==> config.mk <==
export PLATFORM = sky130hd
export DESIGN_NAME = serial_subtractor
export DESIGN_NICKNAME = d
export VERILOG_FILES = /design/src/rtl/serial_subtractor.sv
export SDC_FILE = /design/constraint.sdc
export NUM_CORES = 1
export LEC_CHECK = 0
export ABC_AREA = 1
export CAP_MARGIN = 30
export CORE_MARGIN = 4
export CORE_UTILIZATION = 45
export DETAILED_ROUTE_END_ITERATION = 10
export MAX_ROUTING_LAYER = met4
export PLACE_DENSITY = 0.7
export SLEW_MARGIN = 25
export SYNTH_ARGS = -nofsm -noshare
export SYNTH_HDL_FRONTEND = slang
export SYNTH_SLANG_ARGS = --single-unit
==> constraint.sdc <==
create_clock -name clk -period 1.35 [get_ports clk]
set_input_delay 0.2025 -clock clk [delete_from_list [all_inputs] [get_ports clk]]
set_output_delay 0.2025 -clock clk [all_outputs]
set_load 0.01 [all_outputs]
==> src/rtl/serial_subtractor.sv <==
// Bit-serial a - b - bin, LSB first, one full-subtractor cell reused per cycle.
// Start/busy/done handshake; registered diff, borrow-out, overflow and zero.
module serial_subtractor #(
  parameter int WIDTH = 8
) (
  input  logic             clk,
  input  logic             rst,
  input  logic             start,
  input  logic [WIDTH-1:0] a,
  input  logic [WIDTH-1:0] b,
  input  logic             bin,
  output logic             busy,
  output logic             done,
  output logic [WIDTH-1:0] diff,
  output logic             bout,
  output logic             ovf,
  output logic             zero
);

  localparam int CW = $clog2(WIDTH + 1);

  typedef enum logic [1:0] {
    S_IDLE,
    S_RUN,
    S_DONE
  } state_t;

  state_t           state_q, state_d;
  logic [WIDTH-1:0] a_sh_q, a_sh_d;
  logic [WIDTH-1:0] b_sh_q, b_sh_d;
  logic [WIDTH-1:0] d_sh_q, d_sh_d;
  logic             br_q, br_d;
  logic [CW-1:0]    cnt_q, cnt_d;
  logic             busy_q, busy_d;
  logic             done_q, done_d;
  logic [WIDTH-1:0] diff_q, diff_d;
  logic             bout_q, bout_d;
  logic             ovf_q, ovf_d;
  logic             zero_q, zero_d;

  logic             x, y, dbit, nbr, last, accept;
  logic [WIDTH-1:0] d_sh_nxt;

  assign x        = a_sh_q[0];
  assign y        = b_sh_q[0];
  assign dbit     = x ^ y ^ br_q;
  assign nbr      = (~x & y) | (~(x ^ y) & br_q);
  assign last     = (cnt_q == CW'(WIDTH - 1));
  assign d_sh_nxt = (d_sh_q >> 1) | (WIDTH'(dbit) << (WIDTH - 1));

  // The edge leaving DONE is also the first IDLE sample point, so a new
  // operation can issue every WIDTH+1 cycles.
  assign accept = start && (state_q == S_IDLE || state_q == S_DONE);

  always_comb begin
    state_d = state_q;
    a_sh_d  = a_sh_q;
    b_sh_d  = b_sh_q;
    d_sh_d  = d_sh_q;
    br_d    = br_q;
    cnt_d   = cnt_q;
    busy_d  = busy_q;
    done_d  = 1'b0;
    diff_d  = diff_q;
    bout_d  = bout_q;
    ovf_d   = ovf_q;
    zero_d  = zero_q;
    unique case (state_q)
      S_IDLE, S_DONE: begin
        state_d = S_IDLE;
        if (accept) begin
          state_d = S_RUN;
          a_sh_d  = a;
          b_sh_d  = b;
          br_d    = bin;
          d_sh_d  = '0;
          cnt_d   = '0;
          busy_d  = 1'b1;
        end
      end
      S_RUN: begin
        a_sh_d = a_sh_q >> 1;
        b_sh_d = b_sh_q >> 1;
        br_d   = nbr;
        d_sh_d = d_sh_nxt;
        cnt_d  = cnt_q + CW'(1);
        if (last) begin
          // br_q here is the borrow into the MSB stage
          state_d = S_DONE;
          busy_d  = 1'b0;
          done_d  = 1'b1;
          diff_d  = d_sh_nxt;
          bout_d  = nbr;
          ovf_d   = br_q ^ nbr;
          zero_d  = (d_sh_nxt == '0);
        end
      end
      default: begin
        state_d = S_IDLE;
        busy_d  = 1'b0;
      end
    endcase
  end

  always_ff @(posedge clk) begin
    if (rst) begin
      state_q <= S_IDLE;
      a_sh_q  <= '0;
      b_sh_q  <= '0;
      d_sh_q  <= '0;
      br_q    <= 1'b0;
      cnt_q   <= '0;
      busy_q  <= 1'b0;
      done_q  <= 1'b0;
      diff_q  <= '0;
      bout_q  <= 1'b0;
      ovf_q   <= 1'b0;
      zero_q  <= 1'b0;
    end else begin
      state_q <= state_d;
      a_sh_q  <= a_sh_d;
      b_sh_q  <= b_sh_d;
      d_sh_q  <= d_sh_d;
      br_q    <= br_d;
      cnt_q   <= cnt_d;
      busy_q  <= busy_d;
      done_q  <= done_d;
      diff_q  <= diff_d;
      bout_q  <= bout_d;
      ovf_q   <= ovf_d;
      zero_q  <= zero_d;
    end
  end

  assign busy = busy_q;
  assign done = done_q;
  assign diff = diff_q;
  assign bout = bout_q;
  assign ovf  = ovf_q;
  assign zero = zero_q;

endmodule

==> impl_metrics.ini, run 1 <==
[outcome]
status = finished, violations left
failed_checks = negative setup slack

[synthesis]
yosysWarnings = 0
synth_nets = 260
ys_top_cells_by_count = nand2_1, dfxtp_1, a21oi_1
yosysTopAreaCell = dfxtp_1
syn_inst = 238
yosysMostFrequentCell = nand2_1
syn_avg_cell_area_um2 = 7.24
synth_top_area_share = 0.500
async_flop_share = 0
synthTopCellsByArea = dfxtp_1, nand2_1, a21oi_1
netlist-cell-type-count = 18
synth_edf_count = 0
yosys_register_bits = 43
syn_area_um2 = 1720
ys_seq_area_frac = 0.500
synth_ff_type = dfxtp_1

[critical_path]
slowest_delay_ns = 0.53
reg2reg_setup_slack_ns = -0.01
path_buf_inv = 1
cpLargestDelayFamily = buffers and inverters
path_cells = clkdlybuf4s50_1
cp-start-kind = flop
cp_num_cells = 1
reg2reg_from = br_q
cp_max_fo = 2
r2r-end = zero
r2r_cells = 7
worstPathRequired_ns = 1.15
critPathSlowestCell = clkdlybuf4s50_1
cp_data_arrival_time_ns = 1.16
path_class = reg2out
critPathCaptureType = output port

[hold_path]
holdPathStages = 2
whs_endpoint = b_sh_q[7]
hold_path_class = reg2reg
hold_start = b_sh_q[7]

[timing]
finalWorstSetupSlack_ns = -0.0167
hold_viol_final = 0
tightest_slew_ns = 0.219
drv_slew = 0
holdWs_ns = 0.459
max_freq_ghz = 0.732
fin_crit_sh = 1.01
fin_skew_ns = 0.00482
setup_viol_count_final = 2
min_period_ns = 1.37
rsz0062_at_grt = yes
slew_headroom = 0.854

[clocking]
clkTransAtPathRegs_ns = 0.07
cts_tree = yes
clkSinkCount = 43
clk_root_buffer_cell = clkbuf_8
insertion_delay_ns = 0.29
htree_levels = 2
clockBufferDepth = 2
numCtsBuffers = 5

[route]
drcViolationCount = 0
num_vias = 1570
drt_pass1_iterations = 4
postRouteAntennaNets = 0
wl_per_cell_um = 11.2
dr_wl_met3_um = 221
dr_wl_met2_um = 1770
wl_um = 3700
via_per_inst = 4.73
dr.first_iter.drc_count = 185
met1_length_um = 1670
top_layer = met4

[floorplanning]
initial_utilization = 0.467
std_cell_rows = 22
io_pins = 33
die_h_um = 69.9
fp.dieW_um = 69.9
core_um2 = 3690
fp.dieArea_um2 = 4880

[layout]
final_core_utilization = 0.631
antennaDiodeCount = 0
finalNetCount = 305
area_growth_pct = 35.1
drive_above_1_share = 0.134

[flow_run]
maxCapViolCount = 0

[global_routing]
grt_use_total = 0.164
antenna_found_initial = 0
grt_overflow_total = 0
grt_pass1_vias = 1499
grt_max_degree = 20
grt_pass1_wl_um = 6340

[power]
vdd_ir_drop_max_mv = 0.764
p_per_area_nw_per_um2 = 1110
p_leak_nw = 1.03

[placement]
dpl.hpwl_um = 2570
finalWeightedCongestion = 0.878
io_buffers = 32
-- sequential cells by signal, summed over array words and instances (netlist names) --
name / count
a_sh_q: 8
b_sh_q: 8
bout: 1
br_q: 1
busy: 1
cnt_q: 4
d_sh_q: 7
diff: 8
done: 1
ovf: 1
state_q: 2
zero: 1
-- power by group --
| group | leakage, nW | switching, mW | internal [mW] | total [mW] |
|---|---|---|---|---|
| registers | 0.352 | 0.0299 | 1.32 | 1.35 |
| logic | 0.629 | 0.178 | 0.178 | 0.356 |
| clock network | 0.0515 | 0.412 | 0.467 | 0.879 |
-- worst max path at each step --
stage	start	to	slack, ns
floorplan	br_q	zero	0.06
global placement	start	b_sh_q[0]	-0.004
detailed placement	start	a_sh_q[6]	-0.07
CTS	b_sh_q[0]	zero	-0.03
global route	br_q	zero	-0.10
finish	zero	zero	-0.02
-- layer usage --
layer	GRT usage	vias to the layer above
met5	-	-
met3	0.0532	4
met1	0.193	682
met2	0.269	47
li1	-	837
met4	0.0447	0
-- cell type report --
type | count | area [um2]
fillers | 358 | 1360
inverters | 11 | 41.3
well taps | 48 | 60.1
repair buffers | 47 | 463
clock buffers | 8 | 100
flip-flops and latches | 43 | 866
multi-input cells | 175 | 797
-- timing repair --
item	in CTS	in global routing
buffers inserted	0	2
hold buffers	0	0
pin swaps	0	6
gates resized for setup	13	16
endpoints found under the setup margin	13	12
gates cloned	0	1
-- kinds of logic after synthesis --
group | synth area share
AO/OA/AOI/OAI | 0.128
XOR/XNOR | 0.00508
adder cells (fa/ha/maj) | 0.0189
buffers and inverters | 0.0603
flip-flops | 0.500
AND/OR/NAND/NOR | 0.288
-- through the flow --
stage / cells / power, mW / instance area (um2) / worst slack (ns) / setup TNS [ns]
finish: 332 / 2.58 / 2330 / -0.0167 / -0.0241
global route: 332 / 2.73 / 2330 / -0.100 / -0.146
CTS: 330 / 2.61 / 2270 / -0.0320 / -0.0600
detailed placement: 322 / 1.73 / 2180 / -0.0690 / -0.900
global placement: 322 / 1.72 / 2180 / -0.00360 / -0.00385
floorplan: 238 / 1.57 / 1720 / 0.0604 / 0
-- placed cells by master, fill, tap and decap left out, drive strengths merged --
cell type       n
buf            15
dlymetal6s2s    1
xnor2           1
nand2          91
inv            11
clkdlybuf4s50  20
ha              1
dlygate4sd2    11
a21oi          37
o21ai           7
nor2           33
dfxtp          43
fa              1
clkbuf          8
nand3           4
Note: power is estimated with default switching activity, not from simulation.
==> run 2: changes to the inputs <==
CORE_ASPECT_RATIO = 1.75   (was default)
==> run 2 against run 1 <==
The run now ends clean. Largest power group unchanged. Clock skew up 0.0036 ns. Worst hold slack worse by 0.0093 ns. Clock power down 11%. Core utilization down 0.96 points. First-iteration DRC count down 92%. Count of clock-buffer cells in the layout down 3. Largest cell class unchanged. Final cell count down 0.60%. Combinational power about the same.
==> impl_metrics.ini, run 2 (same netlist as run 1, synthesis figures left out) <==
[power]
vdd_ir_drop_max_mv = 0.844
p_per_area_nw_per_um2 = 1090
p_leak_nw = 1.01

[timing]
min_period_ns = 1.29
fin_skew_ns = 0.00843
setup_tns_ns = 0
max_freq_ghz = 0.777
drv_slew = 0
finalWorstSetupSlack_ns = 0.0628
slew_headroom = 0.839
setup_viol_count_final = 0
fin_crit_sh = 0.953
tightest_slew_ns = 0.241
rsz0062_at_grt = yes
hold_viol_final = 0

[floorplanning]
fp.dieW_um = 54.8
initial_utilization = 0.470
core_um2 = 3660
io_pins = 33
fp.dieArea_um2 = 4920
die_h_um = 89.9
std_cell_rows = 29

[layout]
fill_cells = 377
final_common_cell = nand2_1
drive_above_1_share = 0.134
antennaDiodeCount = 0
final_cell_mix = nand2_1, dfxtp_1, a21oi_1
instances_no_fill = 330
area_growth_pct = 32.2
design_area_um2 = 2280
finalNetCount = 305

[route]
wl_per_cell_um = 11.4
via_per_inst = 4.78
drt_pass1_iterations = 4
dr.first_iter.drc_count = 15
postRouteAntennaNets = 0
wl_um = 3760
num_vias = 1577
drcViolationCount = 0

[clocking]
numCtsBuffers = 5
clkTransAtPathRegs_ns = 0.08
htree_levels = 2
cts_tree = yes
insertion_delay_ns = 0.29
clkSinkCount = 43
postCtsSetupRepairBufs = 0
clk_root_buffer_cell = clkbuf_8
cts-resized-gates = 15
clockBufferDepth = 2
ctsHoldBuffers = 0

[placement]
dp_cells = 322
dpl_cell_area_um2 = 2200
dp_slack_ns = -0.0120
io_buffers = 32
dpl.hpwl_um = 2740
finalWeightedCongestion = 0.858

[critical_path]
worstPathRequired_ns = 1.58
cp_data_arrival_time_ns = 1.52
path_class = reg2reg
cp-start-kind = flop
cp_max_fo = 2
critPathCaptureType = flop

[outcome]
status = completed

[global_routing]
grt_overflow_total = 0
grt_pass1_vias = 1493
grt_pass1_wl_um = 6450
antenna_found_initial = 0
grt_use_total = 0.178
grt_max_degree = 36

[hold_path]
hold_path_class = reg2reg

[flow_run]
maxCapViolCount = 0
-- run 2: worst paths after layout --
kind	startpoint	to	slack, ns	cells past startpoint
max	b_sh_q[0]	zero	0.06	7
max reg2reg	b_sh_q[0]	zero	0.06	7
min reg2reg	cnt_q[0]	cnt_q[0]	0.45	1
min	cnt_q[0]	cnt_q[0]	0.45	1
-- run 2: metal layers --
| metal | part of all wire | GRT usage | routed length [um] |
|---|---|---|---|
| met1 | 0.40 | 0.182 | 1520 |
| met2 | 0.54 | 0.307 | 2030 |
| met3 | 0.037 | 0.0464 | 139 |
| met4 | 0.019 | 0.0624 | 70 |
| met5 | 0 | - | 0 |
-- run 2: metrics by stage --
step                      hold WS, ns  total power [mW]  utilization
final                           0.450              2.49        0.621
after global routing            0.480              2.63        0.621
after CTS                       0.467              2.51        0.618
after detailed placement        0.455              1.73        0.599
after global placement          0.449              1.73        0.599
after floorplan                 0.350              1.57            -
-- run 2: cell type report --
cell class / count / area (um2) / area share
sequential: 43 / 866 / 0.380
multi-input combinational: 174 / 767 / 0.337
timing repair buffer: 48 / 462 / 0.203
clock buffer: 5 / 68.8 / 0.0302
tap: 46 / 57.6 / 0.0253
inverter: 11 / 41.3 / 0.0181
clock inverter: 3 / 15.0 / 0.00659
-- run 2: worst max-delay path, stage by stage (launching register included) --
cell and delay [ns]:
dfxtp_2 0.34, inv_2 0.04, fa_1 0.46, nor2_1 0.10, nand2_1 0.06, o21ai_1 0.12
nand2_1 0.06, nor2_1 0.07
-- run 2: power by group --
group / total (mW) / switching, mW / internal (mW)
logic: 0.355 / 0.176 / 0.179
clock network: 0.786 / 0.431 / 0.354
registers: 1.35 / 0.0295 / 1.32
